### src/rtl/seg7_scan_ctrl.sv
// seg7_scan_ctrl: time-multiplexed scan controller sharing one BCD-to-7-segment decoder across NUM_DIGITS common-anode digits
//   clk        rising-edge clock
//   reset_n    asynchronous active-low reset
//   load       one-cycle strobe, captures digits_in into the pending buffer
//   digits_in  packed BCD, digit i at [4i+3:4i]
//   bcd_out    BCD code of the current slot, to the shared decoder
//   an         active-low anode enables, at most one low
//   pending    pending buffer holds uncommitted data
//   frame_done one-cycle pulse at each frame boundary (commit point)
//   Define SEG7_LEADING_ZERO_BLANK_EN to suppress leading zeros.
module seg7_scan_ctrl #(
    parameter int NUM_DIGITS   = 4,
    parameter int REFRESH_DIV  = 1000,
    parameter int BLANK_CYCLES = 16
) (
    input  logic                    clk,
    input  logic                    reset_n,
    input  logic                    load,
    input  logic [4*NUM_DIGITS-1:0] digits_in,
    output logic [3:0]              bcd_out,
    output logic [NUM_DIGITS-1:0]   an,
    output logic                    pending,
    output logic                    frame_done
);
    localparam int MAXC = (REFRESH_DIV > BLANK_CYCLES) ? REFRESH_DIV : BLANK_CYCLES;
    localparam int CW   = $clog2(MAXC + 1);
    localparam int IW   = $clog2(NUM_DIGITS);
    localparam logic [0:0] BLANK = 1'b0;
    localparam logic [0:0] SCAN  = 1'b1;

    logic [0:0]              state, nxt_state;
    logic [CW-1:0]           cnt, nxt_cnt;
    logic [IW-1:0]           idx, nxt_idx;
    logic [4*NUM_DIGITS-1:0] active, nxt_active, pend_buf;
    logic [3:0]              nxt_dig;
    logic [NUM_DIGITS-1:0]   nxt_an;
    logic [NUM_DIGITS:0]     lz;
    logic                    cnt_end, wrap;

    // Outputs are registered from the next-state values so they line up
    // with the state of the cycle they are presented in.
    always_comb begin
        cnt_end    = (state == SCAN) ? (cnt == CW'(REFRESH_DIV - 1)) : (cnt == CW'(BLANK_CYCLES - 1));
        wrap       = (state == SCAN) && cnt_end && (idx == IW'(NUM_DIGITS - 1));
        nxt_state  = cnt_end ? ~state : state;
        nxt_cnt    = cnt_end ? '0 : cnt + CW'(1);
        nxt_idx    = ((state == SCAN) && cnt_end) ? (wrap ? '0 : idx + IW'(1)) : idx;
        nxt_active = (wrap && pending) ? pend_buf : active;
        nxt_dig    = nxt_active[4*nxt_idx +: 4];
        lz         = '0;
`ifdef SEG7_LEADING_ZERO_BLANK_EN
        // lz[i]: digit i and everything above it are zero; digit 0 is never blanked
        lz[NUM_DIGITS] = 1'b1;
        for (int i = NUM_DIGITS - 1; i > 0; i--)
            lz[i] = (nxt_active[4*i +: 4] == 4'd0) && lz[i+1];
`endif
        nxt_an = ((nxt_state == SCAN) && !((nxt_dig > 4'd9) || lz[nxt_idx])) ?
                 ~(NUM_DIGITS'(1) << nxt_idx) : '1;
    end

    always_ff @(posedge clk or negedge reset_n) begin
        if (!reset_n) begin
            state      <= BLANK;
            cnt        <= '0;
            idx        <= '0;
            active     <= '0;
            pend_buf   <= '0;
            pending    <= 1'b0;
            frame_done <= 1'b0;
            an         <= '1;
            bcd_out    <= '0;
        end else begin
            state      <= nxt_state;
            cnt        <= nxt_cnt;
            idx        <= nxt_idx;
            active     <= nxt_active;
            // a load on the boundary edge commits the old buffer and refills it
            pend_buf   <= load ? digits_in : pend_buf;
            pending    <= load | (pending & ~wrap);
            frame_done <= wrap;
            an         <= nxt_an;
            bcd_out    <= nxt_dig;
        end
    end
endmodule

### config.mk
export PLATFORM = sky130hd
export DESIGN_NAME = seg7_scan_ctrl
export DESIGN_NICKNAME = d
export VERILOG_FILES = /design/src/rtl/seg7_scan_ctrl.sv
export SDC_FILE = /design/constraint.sdc
export NUM_CORES = 1
export LEC_CHECK = 0
export ABC_AREA = 0
export CELL_PAD_IN_SITES_DETAIL_PLACEMENT = 0
export CELL_PAD_IN_SITES_GLOBAL_PLACEMENT = 1
export CORE_ASPECT_RATIO = 1.5
export CORE_MARGIN = 3
export CORE_UTILIZATION = 44
export CTS_CLUSTER_DIAMETER = 60
export CTS_CLUSTER_SIZE = 8
export DETAILED_ROUTE_END_ITERATION = 16
export PLACE_DENSITY = 0.86
export RECOVER_POWER = 25
export SETUP_SLACK_MARGIN = 0.05
export SYNTH_ARGS = -nofsm -noshare
export SYNTH_HDL_FRONTEND = slang
export SYNTH_SLANG_ARGS = --single-unit
### constraint.sdc
create_clock -name clk -period 3.5 [get_ports clk]
set_input_delay 0.35 -clock clk [delete_from_list [all_inputs] [get_ports clk]]
set_output_delay 0.35 -clock clk [all_outputs]
set_load 0.05 [all_outputs]
# After elaboration in Yosys (flattened, before gate mapping)
# Cells that the tools add are included.
# word_totals
regBits	55
latchBits	0
ram_bits	0
mem_bits_ro	0
inputBits	19
output_inout_bits	10
elab_cells	38
mem_count	0
# classes
add_sub_neg	2
multipliers	0
div_mod_pow	0
magnitude_cmp	2
n_eq_ne	3
n_shift	2
mux	9
n_bitwise	5
n_reduce_logical	6
# op_table
cell	count
16-bit two-way mux	1
16-bit by 5-bit indexed part select with 4-bit output	1
10-bit by 1-bit adder with 10-bit output, second input constant	1
10-bit == test, second input constant	1
10-bit by 4-bit == test with 1-bit output, second input constant	1
10-bit two-way mux	1
4-bit > comparator, second input constant	1
1-bit logical AND	4
2-bit by 4-bit less-than comparator with 1-bit output, second input constant	1
2-bit two-way mux	2
4-bit two-way mux	1
4-bit inverter	1
1-bit by 2-bit << shifter with 4-bit output, first input constant	1
1-bit two-way mux	3
2-bit by 1-bit adder with 2-bit output, second input constant	1
1-bit binary-select mux with 2-bit select	1
2-bit == test, second input constant	1
1-bit inverter	2
1-bit bitwise AND	1
1-bit logical NOT	1
1-bit logical OR	1
1-bit bitwise OR	1

# Logic depth before layout (Yosys ltp)
# logic_depth
word_depth	12
ltp_mapped	13
mapped_depth_nobuf	12

# Worst setup path after synthesis
# Ideal clock, no wire load.
# synth_timing
path_kind	register to register
start	register cnt[5]
end	register bcd_out[0]
setup_time_ns	0.125
t_arrival_ns	2.932
required_ns	3.375
slack_ns	0.443
path_stages_with_launch	10
path_buffers	1
synth_period_minus_slack_ns	3.057
path_cell_list	dfrtp_1 > or4b_1 > o41ai_2 > nor3b_4 > ha_1 > nand3_2 > buf_4 > mux2_2 > mux2_2 > mux2_2
# synth_via
elab_chain_len	7
elab_cells_between_ends	10
cone_classes	eq/ne (2); shift (1); mux (4); reduce/logical (3)
# synth_lines
item	line	text
from (decl)	32	logic [CW-1:0] cnt, nxt_cnt;
from (signal assigned)	74	cnt <= nxt_cnt;
10-bit by 4-bit == test with 1-bit output or 10-bit == test (tied branches)	43	cnt_end = (state == SCAN) ? (cnt == CW'(REFRESH_DIV - 1)) : (cnt == CW'(BLANK_CYCLES - 1));
1-bit two-way mux (*)	43	
1-bit logical AND (*) (2 in series)	44	wrap = (state == SCAN) && cnt_end && (idx == IW'(NUM_DIGITS - 1));
1-bit logical AND (*)	48	nxt_active = (wrap && pending) ? pend_buf : active;
16-bit two-way mux (*)	48	
via nxt_active[12]	34	logic [4*NUM_DIGITS-1:0] active, nxt_active, pend_buf;
16-bit by 5-bit indexed part select with 4-bit output (*)	49	nxt_dig = nxt_active[4*nxt_idx +: 4];
via nxt_dig[0]	35	logic [3:0] nxt_dig;
to (signal assigned)	82	bcd_out <= nxt_dig;
to (decl)	20	output logic [3:0] bcd_out,
# Mark *: on every way through the listed nets, which the timed path passes. The rest lies on a longest branch.
# A chain may end at the register's enable or synchronous reset.

# Final worst setup path
# layout_timing
start	register cnt[5]
end	register an[2]
# layout_via
elab_chain_len	12
elab_cells_between_ends	20
cone_classes	order compare (1); eq/ne (2); shift (2); mux (8); bitwise (1); reduce/logical (6)
# layout_lines
item	line	text
10-bit by 4-bit == test with 1-bit output or 10-bit == test (tied branches)	43	
1-bit two-way mux (*)	43	
1-bit logical AND (*)	44, 47	
1-bit logical AND	44	
2-bit two-way mux or 1-bit logical AND (tied branches)	47, 48	
2-bit two-way mux or 16-bit two-way mux (tied branches)	47, 48	
16-bit by 5-bit indexed part select with 4-bit output (*)	49	
via nxt_dig[1]	35	
4-bit > comparator (*)	57	nxt_an = ((nxt_state == SCAN) && !((nxt_dig > 4'd9) || lz[nxt_idx])) ?
1-bit logical OR (*)	57	
1-bit logical NOT (*)	57	
1-bit logical AND (*)	57	
4-bit two-way mux (*)	57	
via nxt_an[2]	36	logic [NUM_DIGITS-1:0] nxt_an;
to (signal assigned)	81	an <= nxt_an;
to (decl)	21	output logic [NUM_DIGITS-1:0] an,
# Mark *: on every way through the listed nets, which the timed path passes. The rest lies on a longest branch. The select of a mux whose other input is x is not followed.

==> flow_summary.json <==
{
  "grt_pass1_wl_mm": 7.44,
  "antenna_found_initial": 0,
  "synthAdderAreaFrac_pct": 1.62,
  "synthCells": 172,
  "clock_sink_count": 55,
  "yosys.area_share.simple_pct": 9.50,
  "cts_buffer_depth": 2,
  "reg2reg_from": "cnt[5]",
  "synth_area_um2": 2320,
  "fp.dieW_um": 65.3,
  "syn_nets": 194,
  "port_buffers": 28,
  "grt_pass1_vias": 1581,
  "slew_violations": 34,
  "tritoncts": "built",
  "num_vias": 1473,
  "postRouteAntennaNets": 0,
  "dr.pass1.iters": 4,
  "power_density_nw_per_um2": 398,
  "start_util_pct": 46.7,
  "worst-r2r-cell-count": 11,
  "post-place-ws_ns": -0.0501,
  "instances_no_fill": 281,
  "synth_xor_area_share_pct": 1.89,
  "io_pins": 29,
  "drive_above_1_share_pct": 27.9,
  "layout.nets": 236,
  "path_max_fanout": 11,
  "worstSetupStartpoint": "cnt[5]",
  "place_area_um2": 2670,
  "dp.cells": 263,
  "avgSynthCellArea_um2": 13.5,
  "yosysSeqAreaShare_pct": 59.6,
  "crit_chain": "or4b_1, o41ai_4, nor3b_4, ha_1, buf_4, nor2b_1, a22o_1, a22oi_1, o221ai_1, o21ai_2, nand3b_1",
  "vdd_drop_max_v": 0.000315,
  "grt_max_degree": 34,
  "reg2reg_to": "an[2]",
  "yosysWarningCount": 0,
  "synth_top_family_by_area": "multiplexers",
  "ctsHtreeMaxLevel": 2,
  "fin_crit_sh_pct": 92.0,
  "ys_ff_latch": 55,
  "worst_ep_required_time_ns": 3.73,
  "ys_types": 37,
  "grt.total_usage_pct": 15.7,
  "synth_compound_area_share_pct": 8.64,
  "antenna_cells": 0,
  "status": "finished with violations",
  "violations": "max-capacitance violations, max-slew violations",
  "max_freq_mhz": 310,
  "cts_root_buffer": "clkbuf_8",
  "path_class": "reg -> reg",
  "timing.final.crit_period_ns": 3.22,
  "hold_class": "in -> async",
  "synthMuxAreaShare_pct": 16.9,
  "timing.final.ws_setup_ns": 0.279,
  "detail_route.wl_per_cell_um": 15.6,
  "final_area_um2": 2870,
  "cts_made_buffers": 5,
  "finalHoldViolCount": 0,
  "cap_violations": 1,
  "rows": 31,
  "clockPowerShare_pct": 37.1,
  "worstPathArrival_ns": 3.45,
  "grt_remaining_overflow": 0,
  "detail_route.wirelength_mm": 4.38,
  "finalSetupViolCount": 0,
  "drc_errors": 0,
  "path_clk_slew_ns": 0.09,
  "via_per_inst": 5.24,
  "intPower_uw": 919,
  "worstSetupStartpointType": "register",
  "p_comb_share_pct": 4.8,
  "power_leakage_nw": 1.35,
  "p_seq_share_pct": 58.1,
  "gp_congestion": 0.790,
  "dp_hpwl_mm": 3.21,
  "rsz0062_at_grt": "false",
  "p_total_mw": 1.14,
  "cp-end-kind": "register",
  "drtIter0Drc": 75,
  "dieArea_um2": 6190,
  "coreArea_um2": 4960,
  "power_switching_uw": 224,
  "insertion_delay_ns": 0.30,
  "die_h_um": 94.9,
  "r2r_slack_ns": 0.28,
  "worst_pin_slew_ns": 1.68,
  "cpMaxStageDelayCell": "or4b_1",
  "max_stage_delay_ns": 0.59,
  "p_sw_share_pct": 19.6,
  "clock_skew_ns": 0.00787,
  "syn_to_final_growth_pct": 24.0,
  "slew_headroom_pct": -12.1
}
## registers in the layout, summed over array words and instances (netlist names)
name	count
active	16
an	4
state	1
bcd_out	4
pending	1
idx	2
cnt	10
frame_done	1
pend_buf	16
## area by class of cell
type                            count  area, um2
Timing Repair Buffer               40        360
Clock buffer                        6       82.6
Fill cell                         436       2090
Tap cell                           66       82.6
Inverter                            5       18.8
Sequential cell                    55       1380
Multi-Input combinational cell    107        912
Clock inverter                      2       35.0
## kinds of logic (layout without fill, tap and decap cells)
family,Yosys count,in the layout
compound gates,24,24
simple gates,40,40
mux,35,35
fa+ha+maj,3,3
buf+inv,10,53
xor+xnor,5,5
flops,55,55
## power groups by stage
stage | Sequential, mW | Combinational [mW] | Clock [mW]
6_report | 0.664 | 0.0551 | 0.423
3_5_place_dp | 0.677 | 0.0579 | 0
2_1_floorplan | 0.672 | 0.0226 | 0
3_3_place_gp | 0.676 | 0.0546 | 0
5_1_grt | 0.667 | 0.0612 | 0.460
4_1_cts | 0.664 | 0.0579 | 0.433
## critical path: cells and delay by family, from the launching register on
family / cells / cell delay [ns]
buf+inv: 1 / 0.19
simple gates: 4 / 1.11
flops: 1 / 0.45
fa+ha+maj: 1 / 0.25
compound gates: 5 / 1.14
## stage by stage
stage          setup TNS (ns)  util (%)  hold slack, ns
2_1_floorplan               0         -          0.0544
3_3_place_gp                0      53.7           0.333
3_5_place_dp           -0.156      53.7           0.344
4_1_cts                     0      56.2          0.0126
5_1_grt                     0      57.9           0.353
6_report                    0      57.9           0.258
## layout by cell type, fill, tap and decap left out, drive strengths merged, types with 2 or more instances in the layout
cell type / synthesis / routed
nand3b: 4 / 4
nor3: 3 / 3
mux2: 33 / 33
nand3: 4 / 4
mux2i: 2 / 2
inv: 5 / 5
a22o: 3 / 3
xnor2: 3 / 3
nand2: 9 / 9
ha: 3 / 3
nor2: 10 / 10
o2bb2ai: 2 / 2
nor2b: 3 / 3
buf: 3 / 11
a22oi: 6 / 6
dfrtp: 51 / 51
and3: 2 / 2
clkdlybuf4s50: 0 / 27
a21o: 4 / 4
clkbuf: 2 / 8
nand4: 2 / 2
dfstp: 4 / 4
xor2: 2 / 2
## layer usage
metal / part of all wire, % / vias up / track usage, %
met5: 0 / - / 0
met4: 1.8 / 0 / 6.23
met3: 4.4 / 8 / 3.57
met2: 56 / 39 / 27.5
met1: 38 / 730 / 18.3
li1: - / 696 / -
## repair_timing
item	in CTS	in global routing
endpoints found under the setup margin	4	5
hold buffers	0	0
gates resized for setup	1	1
buffers inserted	0	10
## how the worst max path moves through the flow
stage	slack, ns	to
2_1_floorplan	0.44	bcd_out[0]
3_3_place_gp	0.19	an[3]
3_5_place_dp	-0.05	an[0]
4_1_cts	0.1	an[0]
5_1_grt	0.04	an[2]
6_report	0.28	an[2]
## synth_stat cells
master,count,area (um2)
o21bai_1,1,7.51
inv_1,5,18.8
o2bb2ai_1,2,17.5
a2bb2oi_1,1,8.76
a21o_1,4,30.0
buf_1,1,3.75
nand2_1,9,33.8
nand2b_1,1,6.26
a32o_1,1,10.0
xor2_1,2,17.5
dfstp_2,4,105
nand3_2,1,10.0
nand3_1,3,15.0
xnor2_1,3,26.3
o41ai_2,1,16.3
nand3b_1,4,30.0
a21oi_1,1,5.00
buf_4,1,7.51
a22o_1,3,26.3
nor3_1,3,15.0
ha_1,3,37.5
a32oi_1,1,8.76
and3_1,2,12.5
buf_2,1,5.00
nand4_1,2,12.5
nor3b_4,1,18.8
clkbuf_1,2,7.51
mux2_2,33,372
dfrtp_1,51,1280
nor2_1,10,37.5
or4b_1,1,10.0
o21ai_2,1,8.76
o221ai_1,1,8.76
mux2i_1,2,20.0
a22oi_1,6,45.0
nor2b_1,3,18.8
o21a_1,1,7.51
(Power assumes the default switching activity.)
